$ cat config.mk
export PLATFORM = sky130hd
export DESIGN_NAME = vga_timing_receiver
export DESIGN_NICKNAME = d
export VERILOG_FILES = /design/src/rtl/vga_pkg.sv /design/src/rtl/vga_sync_edge.sv /design/src/rtl/vga_timing_receiver.sv
export SDC_FILE = /design/constraint.sdc
export NUM_CORES = 1
export LEC_CHECK = 0
export ABC_AREA = 1
export BUFFER_PORTS_ARGS = -buffer_cell sky130_fd_sc_hd__buf_2
export CAP_MARGIN = 5
export CORE_ASPECT_RATIO = 1.5
export CORE_MARGIN = 2
export CORE_UTILIZATION = 35
export CTS_CLUSTER_SIZE = 28
export DETAILED_ROUTE_END_ITERATION = 10
export HOLD_SLACK_MARGIN = 0.15
export PLACE_DENSITY = 0.62
export SYNTH_ARGS = -nofsm -noshare
export SYNTH_HDL_FRONTEND = slang
export SYNTH_HIERARCHICAL = 1
export SYNTH_SLANG_ARGS = --single-unit
export TNS_END_PERCENT = 1
$ cat constraint.sdc
create_clock -name clk -period 3.42 [get_ports clk]
set_input_delay 0.513 -clock clk [delete_from_list [all_inputs] [get_ports clk]]
set_output_delay 0.513 -clock clk [all_outputs]
set_load 0.005 [all_outputs]
$ cat src/rtl/vga_pkg.sv
// Shared VGA mode constants and lock-state encoding for the timing generator and receiver.
package vga_pkg;

    localparam int unsigned CNT_W = 10;
    localparam int unsigned MM_W  = 16;
    localparam int unsigned ERR_W = 8;
    localparam int unsigned RGB_W = 3;

    // Default 640x480@60 mode
    localparam int unsigned VGA_H_ACTIVE     = 640;
    localparam int unsigned VGA_H_SYNC_START = 656;
    localparam int unsigned VGA_H_SYNC_W     = 96;
    localparam int unsigned VGA_H_TOTAL      = 800;
    localparam int unsigned VGA_V_ACTIVE     = 480;
    localparam int unsigned VGA_V_SYNC_START = 490;
    localparam int unsigned VGA_V_SYNC_W     = 2;
    localparam int unsigned VGA_V_TOTAL      = 525;
    localparam logic [RGB_W-1:0] VGA_EXPECT_RGB = 3'b011;

    typedef enum logic [1:0] {
        SEARCH,
        ALIGN,
        LOCKED
    } lock_state_t;

endpackage

$ cat src/rtl/vga_sync_edge.sv
// Previous-value register, fall/rise detection and low-width counter for one active-low sync line.
module vga_sync_edge
    import vga_pkg::*;
#(
    parameter int unsigned W = CNT_W
) (
    input  logic         clk,
    input  logic         reset,
    input  logic         sync,
    input  logic         cnt_en,
    output logic         fall_c,
    output logic         rise_c,
    output logic [W-1:0] low_cnt
);

    logic sync_prev;

    assign fall_c = sync_prev & ~sync;
    assign rise_c = ~sync_prev & sync;

    // Counts cnt_en qualifiers while low, including the falling-edge sample; saturates.
    always_ff @(posedge clk) begin
        if (reset) begin
            sync_prev <= 1'b1;
            low_cnt   <= '0;
        end else begin
            sync_prev <= sync;
            if (fall_c) begin
                low_cnt <= W'(cnt_en);
            end else if (!sync && cnt_en && (low_cnt != '1)) begin
                low_cnt <= low_cnt + 1'b1;
            end
        end
    end

endmodule

$ cat src/rtl/vga_timing_receiver.sv
// Sink-side VGA monitor: recovers pixel coordinates, checks sync timing, tracks lock
// and counts per-frame colour mismatches against an expected fill colour.
module vga_timing_receiver
    import vga_pkg::*;
#(
    parameter int unsigned H_ACTIVE     = VGA_H_ACTIVE,
    parameter int unsigned H_SYNC_START = VGA_H_SYNC_START,
    parameter int unsigned H_SYNC_W     = VGA_H_SYNC_W,
    parameter int unsigned H_TOTAL      = VGA_H_TOTAL,
    parameter int unsigned V_ACTIVE     = VGA_V_ACTIVE,
    parameter int unsigned V_SYNC_START = VGA_V_SYNC_START,
    parameter int unsigned V_SYNC_W     = VGA_V_SYNC_W,
    parameter int unsigned V_TOTAL      = VGA_V_TOTAL,
    parameter logic [RGB_W-1:0] EXPECT_RGB = VGA_EXPECT_RGB
) (
    input  logic             clk,
    input  logic             reset,
    input  logic             h_sync,
    input  logic             v_sync,
    input  logic [RGB_W-1:0] rgb,
    output logic [CNT_W-1:0] pixel_x,
    output logic [CNT_W-1:0] pixel_y,
    output logic             de,
    output logic [RGB_W-1:0] rgb_out,
    output logic             locked,
    output logic             frame_done,
    output logic             timing_err,
    output logic [ERR_W-1:0] err_count,
    output logic [MM_W-1:0]  frame_mismatch
);

    localparam logic [CNT_W-1:0] X_ACT       = CNT_W'(H_ACTIVE);
    localparam logic [CNT_W-1:0] X_SYNC      = CNT_W'(H_SYNC_START);
    localparam logic [CNT_W-1:0] X_SYNC_NEXT = CNT_W'(H_SYNC_START + 1);
    localparam logic [CNT_W-1:0] X_LAST      = CNT_W'(H_TOTAL - 1);
    localparam logic [CNT_W-1:0] X_TOTAL     = CNT_W'(H_TOTAL);
    localparam logic [CNT_W-1:0] H_W         = CNT_W'(H_SYNC_W);
    localparam logic [CNT_W-1:0] Y_ACT       = CNT_W'(V_ACTIVE);
    localparam logic [CNT_W-1:0] Y_SYNC      = CNT_W'(V_SYNC_START);
    localparam logic [CNT_W-1:0] Y_LAST      = CNT_W'(V_TOTAL - 1);
    localparam logic [CNT_W-1:0] Y_TOTAL     = CNT_W'(V_TOTAL);
    localparam logic [CNT_W-1:0] V_W         = CNT_W'(V_SYNC_W);

    logic             h_fall, h_rise, v_fall, v_rise;
    logic [CNT_W-1:0] h_low, v_low;
    logic [CNT_W-1:0] x_cnt, y_cnt, line_len, v_lines;
    logic             line_seen;
    logic [MM_W-1:0]  mm_acc;
    lock_state_t      state, state_next;

    logic [CNT_W-1:0] cur_x, cur_y, x_next, y_next;
    logic             x_wrap, err_c, active_c, de_c, frame_done_c, mm_hit_c;

    vga_sync_edge #(.W(CNT_W)) u_h_edge (
        .clk    (clk),
        .reset  (reset),
        .sync   (h_sync),
        .cnt_en (1'b1),
        .fall_c (h_fall),
        .rise_c (h_rise),
        .low_cnt(h_low)
    );

    // v-low width is measured in lines, i.e. h_sync falling edges.
    vga_sync_edge #(.W(CNT_W)) u_v_edge (
        .clk    (clk),
        .reset  (reset),
        .sync   (v_sync),
        .cnt_en (h_fall),
        .fall_c (v_fall),
        .rise_c (v_rise),
        .low_cnt(v_low)
    );

    always_ff @(posedge clk) begin
        if (reset) state <= SEARCH;
        else       state <= state_next;
    end

    always_comb begin
        state_next   = state;
        cur_x        = h_fall ? X_SYNC : x_cnt;
        cur_y        = v_fall ? Y_SYNC : y_cnt;
        x_wrap       = !h_fall && (x_cnt == X_LAST);
        x_next       = x_cnt + 1'b1;
        y_next       = y_cnt;
        err_c        = 1'b0;
        active_c     = (cur_x < X_ACT) && (cur_y < Y_ACT);
        de_c         = 1'b0;
        frame_done_c = 1'b0;
        mm_hit_c     = 1'b0;

        if (h_fall)      x_next = X_SYNC_NEXT;
        else if (x_wrap) x_next = '0;

        // A v_fall realigns y even when x wraps on the same sample.
        if (v_fall)      y_next = Y_SYNC;
        else if (x_wrap) y_next = (y_cnt == Y_LAST) ? '0 : y_cnt + 1'b1;

        if (h_fall && line_seen && (line_len != X_TOTAL))      err_c = 1'b1;
        if (h_rise && (h_low != H_W))                          err_c = 1'b1;
        if (v_fall && (state != SEARCH) && (v_lines != Y_TOTAL)) err_c = 1'b1;
        if (v_rise && (v_low != V_W))                          err_c = 1'b1;

        case (state)
            SEARCH: if (v_fall && !err_c) state_next = ALIGN;
            ALIGN: begin
                if (err_c)       state_next = SEARCH;
                else if (v_fall) state_next = LOCKED;
            end
            LOCKED: if (err_c) state_next = SEARCH;
            default: state_next = SEARCH;
        endcase

        frame_done_c = (state == LOCKED) && v_fall && !err_c;
        mm_hit_c     = (state == LOCKED) && active_c && (rgb != EXPECT_RGB);
        de_c         = (state_next == LOCKED) && active_c;
    end

    always_ff @(posedge clk) begin
        if (reset) begin
            x_cnt          <= '0;
            y_cnt          <= '0;
            line_len       <= '0;
            v_lines        <= '0;
            line_seen      <= 1'b0;
            mm_acc         <= '0;
            pixel_x        <= '0;
            pixel_y        <= '0;
            de             <= 1'b0;
            rgb_out        <= '0;
            locked         <= 1'b0;
            frame_done     <= 1'b0;
            timing_err     <= 1'b0;
            err_count      <= '0;
            frame_mismatch <= '0;
        end else begin
            x_cnt <= x_next;
            y_cnt <= y_next;

            if (h_fall)               line_len <= CNT_W'(1);
            else if (line_len != '1)  line_len <= line_len + 1'b1;
            if (h_fall)               line_seen <= 1'b1;

            if (v_fall)                         v_lines <= CNT_W'(h_fall);
            else if (h_fall && (v_lines != '1)) v_lines <= v_lines + 1'b1;

            // Accumulator restarts on each published frame and whenever lock is lost.
            if ((state_next == SEARCH) || frame_done_c) mm_acc <= '0;
            else if (mm_hit_c && (mm_acc != '1))       mm_acc <= mm_acc + 1'b1;
            if (frame_done_c) frame_mismatch <= mm_acc;

            if ((state == LOCKED) && err_c && (err_count != '1)) err_count <= err_count + 1'b1;

            pixel_x    <= cur_x;
            pixel_y    <= cur_y;
            de         <= de_c;
            rgb_out    <= de_c ? rgb : '0;
            locked     <= (state_next == LOCKED);
            frame_done <= frame_done_c;
            timing_err <= err_c;
        end
    end

endmodule
Word level (Yosys, flattened, before mapping). Cells that the tools add are included.

Bits in registers: 132. Input port bits: 7. Output and inout bits: 51. Logic and storage cells: 124.

Add/sub/neg operators: 8. Magnitude comparators: 2. Eq/ne operators: 16. Mux-type cells: 24. Bitwise logic cells: 9. Reduce and logical (&&, ||, !) cells: 39.

Operators with widths (number): 10-bit by 1-bit adder with 10-bit output, second input constant (6); 10-bit != test, second input constant (6); 10-bit two-way mux (5); 1-bit logical AND (21); 10-bit equality test, second input constant (2); 9-bit two-way mux (2); 16-bit by 1-bit adder with 16-bit output, second input constant (1); 16-bit != test, second input constant (1); 1-bit two-way mux (12); 2-bit nonzero test (6); 10-bit < comparator, second input constant (1); 10-bit by 9-bit < comparator with 1-bit output, second input constant (1); 10-bit by 2-bit != test with 1-bit output, second input constant (1); 10-bit by 7-bit != test with 1-bit output, second input constant (1); 8-bit by 1-bit adder with 8-bit output, second input constant (1); 2-bit two-way mux (4); 8-bit != test, second input constant (1); 2-bit OR reduction (4); 2-bit case mux with 3 select lines (1); 1-bit inverter (5); 1-bit bitwise AND (4); 2-bit equality test, second input constant (2); 1-bit zero test (4); 2-bit zero test (2); 4 further kinds (4).

Logic depth before layout (Yosys ltp). Gate-level depths: netlist of run 1.

Word-level depth: 16. Mapped depth: 14. Depth with buffers taken out: 12.

Modules after synthesis. Netlist of run 1, hierarchy kept.

Modules (own cells, without submodules): vga_timing_receiver (times used 1, cells an instance 675, area each 4956.0 µm², seq. area each 2202.1 µm²); vga_sync_edge (times used 2, cells an instance 100, area each 671.9 µm², seq. area each 220.2 µm²).

Least setup slack after synthesis of run 1. OpenSTA, ideal clock, no wires.

Kind: in2reg. From: input port v_sync. To: register err_count[0]. Setup time: 113 ps. Data arrival time: 1735 ps. Required time: 3307 ps. Path slack: 1573 ps. Cell stages on the path: 14. Path buffers: 2. Cell sequence: inv_1 nand2_1 inv_1 buf_6 inv_2 a21oi_4 o21ai_1 nand2_1 nor2_4 buf_6 nor2_1 nand2_1 nand2_1 nor2_1.

Word-level cells in the longest chain between the ends: 8. Elaborated cells on any way between the ends: 10. Those cells by class: 2 x mux; 3 x bitwise; 5 x reduce/logical.

RTL lines: from (decl) (RTL line vga_timing_receiver.sv:19) `input logic v_sync,`; 1-bit inverter (RTL line vga_sync_edge.sv:18) `assign fall_c = sync_prev & ~sync;`; 1-bit bitwise AND (RTL line vga_sync_edge.sv:18); net v_fall (RTL line vga_timing_receiver.sv:44) `logic h_fall, h_rise, v_fall, v_rise;`; 1-bit logical AND (2 in series) (RTL line vga_timing_receiver.sv:102) `if (v_fall && (state != SEARCH) && (v_lines != Y_TOTAL)) err_c = 1'b1;`; 1-bit two-way mux (RTL line vga_timing_receiver.sv:102); 1-bit two-way mux (RTL line vga_timing_receiver.sv:103) `if (v_rise && (v_low != V_W)) err_c = 1'b1;`; 1-bit logical AND (2 in series) (RTL line vga_timing_receiver.sv:153) `if ((state == LOCKED) && err_c && (err_count != '1)) err_count <= err_count + 1'b1;`; to (signal assigned) (RTL line vga_timing_receiver.sv:153); to (decl) (RTL line vga_timing_receiver.sv:28) `output logic [ERR_W-1:0] err_count,`.

The timed path passes the listed nets, and every way through them passes these cells. A chain may end at the register's enable or synchronous reset.

Worst setup path in the final report of run 1.
From: register v_lines[0]. To: register mm_acc[7].

Word-level cells in the longest chain between the ends: 11. Elaborated cells on any way between the ends: 14. Those cells by class: 1 x eq/ne; 6 x mux; 7 x reduce/logical.

RTL lines: from (decl) (RTL line vga_timing_receiver.sv:46) `logic [CNT_W-1:0] x_cnt, y_cnt, line_len, v_lines;`; from (signal assigned) (RTL line vga_timing_receiver.sv:145) `if (v_fall) v_lines <= CNT_W'(h_fall);`; from (signal assigned) (RTL line vga_timing_receiver.sv:146) `else if (h_fall && (v_lines != '1)) v_lines <= v_lines + 1'b1;`; 10-bit != test (*) (RTL line vga_timing_receiver.sv:102); 1-bit logical AND (*) (RTL line vga_timing_receiver.sv:102); 1-bit two-way mux (*) (RTL line vga_timing_receiver.sv:102); 1-bit two-way mux (*) (RTL line vga_timing_receiver.sv:103); 1-bit zero test (RTL line vga_timing_receiver.sv:106, vga_timing_receiver.sv:115); 1-bit logical AND (RTL line vga_timing_receiver.sv:106) `SEARCH: if (v_fall && !err_c) state_next = ALIGN;`; 2-bit two-way mux (RTL line vga_timing_receiver.sv:106); 2-bit case mux with 3 select lines (RTL line vga_timing_receiver.sv:105) `case (state)`; 2-bit zero test (RTL line vga_timing_receiver.sv:149) `if ((state_next == SEARCH) || frame_done_c) mm_acc <= '0;`; 1-bit logical OR (*) (RTL line vga_timing_receiver.sv:149); 2-bit OR reduction (no source line) (*); to (signal assigned) (RTL line vga_timing_receiver.sv:150) `else if (mm_hit_c && (mm_acc != '1)) mm_acc <= mm_acc + 1'b1;`; to (decl) (RTL line vga_timing_receiver.sv:48) `logic [MM_W-1:0] mm_acc;`.

Every way passes the cells marked *; elsewhere a longest branch is shown, timed or not.

==> impl_metrics.tcl, run 1 <==
set metrics [dict create \
    status "finished clean" \
    max-clock-path-buffers 2 \
    syn_nets 893 \
    rr_worst_depth 7 \
    yosys-top-cells-area "dfxtp_1 42%, nand2_1 9.8%, nor2_1 7.0%, inv_1 6.7%, nand3_1 6.1%" \
    crit_end "mm_acc[7]$_SDFFE_PP0P_" \
    vias_per_cell 4.75 \
    cpMaxStageDelayCell "dfxtp_1" \
    seq_area_frac_synth_pct 41.9 \
    vdd_drop_max_v 0.000369 \
    dr.pass1.iters 5 \
    route.detailed.drc 0 \
    yosysTopAreaCell "dfxtp_1" \
    place_area_um2 6750 \
    coreArea_um2 17800 \
    crit_path_start "v_lines[0]$_SDFFE_PP0P_" \
    end_kind "flip-flop" \
    period_needed_ps 2280 \
    rsz0062_at_grt "false" \
    pwr-share-clk_pct 49.9 \
    initial_utilization_pct 35.4 \
    timing_hold_violations_final 0 \
    hpwlAfterDp_mm 10.7 \
    hold_class "input port to flip-flop" \
    setup_viol 0 \
    fin_tns_setup_ps 0 \
    register_area_um2 2640 \
    multiInputGateArea_um2 3080 \
    io_pins 58 \
    yosysTopAreaCellShare_pct 41.9 \
    cts.clk_slew.worst_paths_ps 60 \
    rrSetupSlack_ps 1140 \
    r2r_end "mm_acc[7]$_SDFFE_PP0P_" \
    power_density_nw_per_um2 485 \
    grt_pass1_vias 5248 \
    skew_ps 10.8 \
    yosysWarnings 6 \
    overflow 0 \
    slew_violations 0 \
    cp.required_ps 3750 \
    power_frac_comb_pct 5.2 \
    timing.max_cap.violations 0 \
    drt_iter0_markers 264 \
    totalPowerFinal_mw 3.55 \
    cts_root_buffer "clkbuf_16" \
    track_usage_pct 15.6 \
    switching_share_pct 23.7 \
    crit_buf_inv 0 \
    die_y_um 168 \
    worstSetupPathType "flip-flop to flip-flop" \
    h-tree-depth 4 \
    synth.distinct_cells 37 \
    drive_gt1_share_pct 13.4 \
    fmax_mhz 439 \
    crit_family "compound AO/OA/AOI/OAI gates" \
    ant_nets 0 \
    antenna_found_initial 0 \
    antenna_cells 0 \
    tritoncts "yes" \
    cts_resized 0 \
    worstHoldPathCells 2 \
    worstPathArrival_ps 2610 \
    setup_ws_ps 1140 \
    path_cells "ha_1, nand3_1, o21ai_1, nand2_1, nor2_4, o211ai_2, a21oi_1" \
    p_int_mw 2.71 \
    synthArstFlopShare_pct 0 \
    nets 952 \
    place_congestion 0.871 \
    clk_latency_ps 410 \
    grt_max_degree 26 \
    syn_avg_cell_area_um2 7.20 \
    cpPeakStageDelay_ps 490 \
    seqPwrFrac_pct 44.9 \
    path_depth 7 \
    preCtsSetupSlack_ps 791 \
    wl_per_cell_um 12.4 \
    die_x_um 114 \
    synth_edf_count 0 \
    ys_seq_elements 132 \
    fin_crit_sh_pct 66.6 \
    p_sw_mw 0.841 \
    start_kind "flip-flop" \
    r2r-start "v_lines[0]$_SDFFE_PP0P_" \
    cts_hold_buf 0 \
    final_cell_area_um2 7330 \
    cts.sinks 132 \
    die_area_um2 19100 \
    critPathMaxFanout 21 \
    areaGrowthSynthToFinish_pct 16.3 \
    tightestPinTransition_ps 860 \
    fillers 1829 \
    cts_made_buffers 17 \
    max_slew_margin_pct 42.4 \
    vias 5523 \
    port_buffers 57 \
    num_rows 60 \
    routed_wl_mm 14.4 \
    synthFlopType "dfxtp_1" \
    power.leakage_nw 2.90 \
    grt_pass1_wl_mm 24.2 \
    syn_area_um2 6300 \
    postCtsSetupBuffers 0 \
    synthCells 875 \
]
state kept, by name, summed over array words and instances, names as in the netlist, 8 cells and up:
| signal | flops |
|---|---|
| u_v_edge/low_cnt | 10 |
| line_len | 10 |
| frame_mismatch | 16 |
| mm_acc | 16 |
| x_cnt | 10 |
| pixel_y | 10 |
| err_count | 8 |
| v_lines | 10 |
| y_cnt | 10 |
| u_h_edge/low_cnt | 10 |
| pixel_x | 10 |
worst min-delay path by stage:
stage	startpoint	endpoint	slack, ps
6_report	h_sync	u_h_edge/sync_prev$_SDFF_PP1_	320
4_1_cts	h_sync	u_h_edge/sync_prev$_SDFF_PP1_	300
3_3_place_gp	line_seen$_SDFFE_PP0P_	line_seen$_SDFFE_PP0P_	450
3_5_place_dp	frame_mismatch[3]$_SDFFE_PP0P_	frame_mismatch[3]$_SDFFE_PP0P_	450
2_1_floorplan	x_cnt[1]$_SDFF_PP0_	pixel_x[1]$_SDFF_PP0_	430
5_1_grt	v_sync	u_v_edge/sync_prev$_SDFF_PP1_	310
cells by family (layout without fill, tap and decap cells):
logic type	after synthesis	after routing	synth area share (%)
and+or+nand+nor	444	444	32.4
buffers and inverters	137	208	9.14
DFF	132	132	41.9
AOI/OAI and AO/OA	119	119	9.99
xor gates and xnor gates	31	31	4.31
adders and majority gates	11	11	2.18
other	1	1	0.0595
worst reg2reg max path, stage by stage, from the launching register on:
cell,delay (ps)
dfxtp_1,490
ha_1,220
nand3_1,120
o21ai_1,140
nand2_1,100
nor2_4,420
o211ai_2,440
a21oi_1,250
power groups by stage:
stage	sequential (mW)	clock [mW]	combinational, mW
4_1_cts	1.60	1.81	0.186
5_1_grt	1.60	1.88	0.208
3_5_place_dp	1.63	0	0.185
6_report	1.60	1.77	0.183
2_1_floorplan	1.62	0	0.138
3_3_place_gp	1.63	0	0.183
cells in the final DEF (no fill, tap or decap), types with 26 or more instances in the layout:
cell type | Yosys | layout
a21oi_1 | 73 | 73
inv_1 | 112 | 112
o21ai_0 | 35 | 35
nor2_1 | 117 | 117
nand2_1 | 165 | 165
nor3_1 | 26 | 26
nand3_1 | 77 | 77
dfxtp_1 | 132 | 132
buf_2 | 7 | 57
synthesized netlist by cell type, drive strengths merged (11+ instances only):
library cell  number
nor3              27
dfxtp            132
nand3             81
inv              113
a21oi             75
nand4             23
o21ai             37
nor2             130
ha                11
buf               15
xor2              21
nand2            171
per-stage QoR:
step | hold slack [ps] | util, % | std cells
final | 318 | 41.2 | 1163
after global routing | 312 | 41.2 | 1163
after CTS | 297 | 41.2 | 1163
after detailed placement | 450 | 38.0 | 1132
after global placement | 450 | 38.0 | 1132
after floorplan | 426 | - | 875
cell type report:
class	instances	area share, %
clock buffers	19	6.04
clock inverters	12	1.81
inverters	114	5.84
multi-input cells	606	42.0
flip-flops and latches	132	36.1
well taps	217	3.70
repair buffers	63	4.51
per-layer routing:
metal	wire length (µm)	vias up	global-route usage, %
met5	0	-	0
li1	-	2933	-
met1	6320	2479	17.5
met4	297	0	5.62
met2	7320	91	28.2
met3	454	20	4.07
(Power assumes the default switching activity.)
==> run 2: changes to the inputs <==
==> constraint.sdc (replaced) <==
create_clock -name clk -period 2.2 [get_ports clk]
set_input_delay 0.33 -clock clk [delete_from_list [all_inputs] [get_ports clk]]
set_output_delay 0.33 -clock clk [all_outputs]
set_load 0.005 [all_outputs]
==> run 2 against run 1 <==
  * Via count is 3.7% higher
  * Hold slack worse by 140 ps
  * Clock skew up 0.96 ps
  * Critical endpoint is now rgb_out[1]$_SDFF_PP0_
  * Largest power group unchanged
==> impl_metrics.tcl, run 2 (same netlist as run 1, synthesis figures left out) <==
set metrics [dict create \
    status "finished clean" \
    p_sw_mw 1.43 \
    dpl.cell_count 1147 \
    worstPathArrival_ps 2390 \
    pwr-share-clk_pct 51.7 \
    fin_crit_sh_pct 93.8 \
    max-clock-path-buffers 2 \
    wl_per_cell_um 12.9 \
    reg.largest.list "frame_mismatch: 16 flops, mm_acc: 16 flops" \
    drive_gt1_share_pct 15.4 \
    tritoncts "yes" \
    cts.sinks 132 \
    power_frac_comb_pct 5.5 \
    nets 970 \
    timing.max_cap.violations 0 \
    overflow 0 \
    final_cell_mix "165 x nand2_1, 132 x dfxtp_1, 115 x nor2_1" \
    register_area_um2 2640 \
    track_usage_pct 16.7 \
    seqPwrFrac_pct 42.7 \
    antenna_cells 0 \
    fillers 1830 \
    cts_made_buffers 17 \
    grt_pass1_vias 5518 \
    hpwlAfterDp_mm 11.2 \
    p_int_mw 4.36 \
    max_slew_margin_pct 65.5 \
    route.detailed.drc 0 \
    cp.required_ps 2520 \
    hold_class "input port to flip-flop" \
    h-tree-depth 4 \
    fmax_mhz 485 \
    fin_tns_setup_ps 0 \
    multiInputGateArea_um2 3100 \
    min-delay-start "v_sync" \
    vias 5725 \
    routed_wl_mm 15.2 \
    die_y_um 168 \
    timing_hold_violations_final 0 \
    skew_ps 11.8 \
    vias_per_cell 4.84 \
    clk_latency_ps 420 \
    initial_utilization_pct 35.4 \
    io_pins 58 \
    setup_viol 0 \
    crit_path_start "h_sync" \
    num_rows 60 \
    power_density_nw_per_um2 769 \
    end_kind "flip-flop" \
    areaGrowthSynthToFinish_pct 19.6 \
    switching_share_pct 24.7 \
    coreArea_um2 17800 \
    r2r-start "line_len[0]$_SDFFE_PP0P_" \
    cts.clk_slew.worst_paths_ps 60 \
    die_x_um 114 \
    start_kind "input port" \
    power.leakage_nw 3.02 \
    vdd_drop_max_v 0.000549 \
    stdcell_count 1182 \
    drt_iter0_markers 241 \
    place_congestion 0.826 \
    worstSetupPathType "input port to flip-flop" \
    period_needed_ps 2060 \
    antenna_found_initial 0 \
    tightestPinTransition_ps 516 \
    ant_nets 0 \
    cts_root_buffer "clkbuf_16" \
    totalPowerFinal_mw 5.79 \
    grt_pass1_wl_mm 25.8 \
    final_common_cell "nand2_1" \
    critPathMaxFanout 7 \
    dr.pass1.iters 5 \
    port_buffers 57 \
    grt_max_degree 25 \
    slew_violations 0 \
    die_area_um2 19100 \
]
-- run 2: path summary, 6_finish.rpt --
check	slack, ps	endpoint	cells past startpoint
min	180	u_v_edge/sync_prev$_SDFF_PP1_	2
max reg2reg	300	rgb_out[1]$_SDFF_PP0_	12
max	140	rgb_out[1]$_SDFF_PP0_	15
min reg2reg	460	frame_mismatch[12]$_SDFFE_PP0P_	2
-- run 2: power groups by stage --
stage | clock network (mW) | registers [mW] | logic, mW
after floorplan | 0 | 2.52 | 0.215
after global placement | 0 | 2.53 | 0.312
after detailed placement | 0 | 2.53 | 0.313
after CTS | 3.06 | 2.48 | 0.317
after global routing | 3.17 | 2.48 | 0.361
final | 3.00 | 2.48 | 0.319
-- run 2: stage by stage --
step / utilization (%) / worst slack, ps / instance area (µm²) / hold WS [ps]
finish: 42.3 / 137 / 7530 / 182
global route: 42.3 / -3.72 / 7530 / 172
CTS: 42.1 / 40.6 / 7500 / 170
detailed placement: 38.6 / 173 / 6870 / 450
global placement: 38.6 / 214 / 6870 / 446
floorplan: - / 536 / 6300 / 426
-- run 2: final cells by class --
| cell class | instances | share of cell area, % |
|---|---|---|
| inverter | 114 | 5.68 |
| tap | 217 | 3.60 |
| clock inverter | 15 | 2.59 |
| timing repair buffer | 81 | 6.26 |
| sequential | 132 | 35.1 |
| clock buffer | 17 | 5.65 |
| multi-input combinational | 606 | 41.1 |
-- run 2: repair_timing --
item / 4_1_cts / 5_1_grt
hold buffers: 1 / 0
buffers inserted: 0 / 2
resized for setup: 0 / 6
endpoints found under the hold margin: 1 / 0
setup endpoints to repair: 0 / 46
-- run 2: per-layer routing --
layer | track usage (%) | up-vias | wire length, µm
li1 | - | 2975 | -
met1 | 17.9 | 2608 | 6220
met2 | 30.4 | 113 | 8020
met3 | 4.18 | 29 | 603
met4 | 7.64 | 0 | 388
met5 | 0 | - | 0
-- run 2: critical path, stage by stage --
cell and delay [ps]:
dlygate4sd3_1 530, buf_2 120, inv_1 50, nand2_1 90, inv_2 80, buf_4 160
nand2_1 60, inv_1 40, nand2_1 50, nand2_1 110, nor2_4 260, nand2_2 120
nor2_4 110, inv_1 70, nor2_1 200
==> run 3: changes to the inputs <==
--- a/config.mk
+++ b/config.mk
@@ -13,6 +13,7 @@
 export CORE_UTILIZATION = 35
 export CTS_CLUSTER_SIZE = 28
 export DETAILED_ROUTE_END_ITERATION = 10
+export GPL_ROUTABILITY_DRIVEN = 0
 export HOLD_SLACK_MARGIN = 0.15
 export PLACE_DENSITY = 0.62
 export SYNTH_ARGS = -nofsm -noshare
==> constraint.sdc (replaced) <==
create_clock -name clk -period 2.6 [get_ports clk]
set_input_delay 0.39 -clock clk [delete_from_list [all_inputs] [get_ports clk]]
set_output_delay 0.39 -clock clk [all_outputs]
set_load 0.005 [all_outputs]
==> run 3 against run 2 <==
  * Critical endpoint is now v_lines[2]$_SDFFE_PP0P_
  * Largest power group unchanged
  * Clock power is 20% lower
  * Critical path depth decreased by 7
  * Wire length is 2.7% lower
  * Clock skew rose by 2.0 ps
  * Power shrank 18%
==> impl_metrics.tcl, run 3 (same netlist as run 1, synthesis figures left out) <==
set metrics [dict create \
    crit_path_start "v_lines[1]$_SDFFE_PP0P_" \
    fillers 1825 \
    cts.clk_slew.worst_paths_ps 60 \
    end_kind "flip-flop" \
    die_x_um 114 \
    vias_per_cell 4.83 \
    highest_layer "met4" \
    route.detailed.drc 0 \
    port_buffers 57 \
    fin_crit_sh_pct 74.5 \
    tightestPinTransition_ps 722 \
    antenna_found_initial 0 \
    rsz0062_at_grt "false" \
    r2r-start "v_lines[1]$_SDFFE_PP0P_" \
    nets 960 \
    postCtsSetupBuffers 0 \
    path_cells "ha_1, inv_1, nor3_2, nand4_1, nand2_1, inv_1, a21oi_1, nor3_1" \
    place_area_um2 6810 \
    setup_viol 0 \
    cts_root_buffer "clkbuf_16" \
    worstSetupPathType "flip-flop to flip-flop" \
    io_pins 58 \
    track_usage_pct 16.4 \
    vdd_drop_max_v 0.000436 \
    tritoncts "yes" \
    hold_class "input port to flip-flop" \
    die_y_um 168 \
    fmax_mhz 516 \
    final_cell_mix "165 x nand2_1, 132 x dfxtp_1, 117 x nor2_1" \
    cts_hold_buf 0 \
    cpPeakStageDelay_ps 380 \
    power.leakage_nw 2.95 \
    status "finished clean" \
    antenna_cells 0 \
    power_density_nw_per_um2 640 \
    vias 5661 \
    clk_latency_ps 430 \
    cts.sinks 132 \
    slew_violations 0 \
    drive_gt1_share_pct 14.2 \
    dr.pass1.iters 5 \
    areaGrowthSynthToFinish_pct 17.6 \
    wl_per_cell_um 12.6 \
    die_area_um2 19100 \
    hpwlAfterDp_mm 11.0 \
    path_common_cell "inv_1" \
    cts_resized 0 \
    num_rows 60 \
    grt_pass1_vias 5472 \
    period_needed_ps 1940 \
    grt_max_degree 34 \
    skew_ps 13.8 \
    critPathMaxFanout 12 \
    coreArea_um2 17800 \
    cts_made_buffers 17 \
    timing.max_cap.violations 0 \
    wl_met2_mm 7.81 \
    cp.required_ps 2900 \
    start_kind "flip-flop" \
    min-delay-start "rgb[0]" \
    routed_wl_mm 14.8 \
    route.met3.wl_um 562 \
    final_common_cell "nand2_1" \
    max_slew_margin_pct 51.7 \
    wl_met1_mm 6.08 \
    max-clock-path-buffers 2 \
    worstPathArrival_ps 2240 \
    timing_hold_violations_final 0 \
    overflow 0 \
    cpMaxStageDelayCell "dfxtp_1" \
    reg.largest.list "frame_mismatch: 16 flops, mm_acc: 16 flops" \
    final_cell_area_um2 7410 \
    ant_nets 0 \
    h-tree-depth 4 \
    drt_iter0_markers 258 \
    fin_tns_setup_ps 0 \
    initial_utilization_pct 35.4 \
    grt_pass1_wl_mm 25.1 \
]
-- run 3: cell types whose count changed in the layout (fill, tap and decap cells not counted), moves of 2 or more --
cell and change:
buf_4 -8, clkbuf_8 +3, clkinv_2 +2, clkinvlp_4 +2, inv_6 -5, nor2_1 +2
nor2_2 -2
-- run 3: final timing paths --
check                           depth (start not counted)                      end  slack, ps
worst min register to register                          2    pixel_x[1]$_SDFF_PP0_        450
worst min-delay path                                    3    rgb_out[0]$_SDFF_PP0_        190
worst max register to register                          8  v_lines[2]$_SDFFE_PP0P_        660
worst max-delay path                                    8  v_lines[2]$_SDFFE_PP0P_        660
-- run 3: routing by layer --
layer | vias to the layer above | GRT usage [%]
met5 | - | 0
met4 | 0 | 7.74
met3 | 24 | 3.96
met2 | 101 | 30.1
met1 | 2581 | 17.3
li1 | 2955 | -
-- run 3: area by class of cell --
cell class / count / area, µm² / share of cell area (%)
Multi-Input combinational cell: 606 / 3080 / 41.6
Sequential cell: 132 / 2640 / 35.7
Clock buffer: 21 / 470 / 6.35
Inverter: 114 / 428 / 5.77
Timing Repair Buffer: 71 / 390 / 5.27
Tap cell: 217 / 272 / 3.66
Clock inverter: 11 / 126 / 1.71
-- run 3: power breakdown --
group,leakage (nW),internal [mW],total [mW],switching (mW)
logic,1.60,0.0815,0.252,0.171
registers,1.07,2.07,2.10,0.0319
clock network,0.282,1.49,2.39,0.905
total,2.95,3.63,4.74,1.11
-- run 3: worst max-delay path: cells and delay by family, from the launching register on --
kind | cells | cell delay [ps]
AOI/OAI and AO/OA | 1 | 160
adders and majority gates | 1 | 200
buffers and inverters | 2 | 250
DFF | 1 | 380
and+or+nand+nor | 4 | 830
-- run 3: per-stage QoR --
step	hold WS, ps	cells	util (%)	setup WS [ps]	power, mW
after floorplan	426	875	-	876	2.32
after global placement	443	1140	38.3	558	2.39
after detailed placement	449	1140	38.3	537	2.40
after CTS	177	1172	41.7	658	4.80
after global routing	189	1172	41.7	498	4.91
final	192	1172	41.7	663	4.74
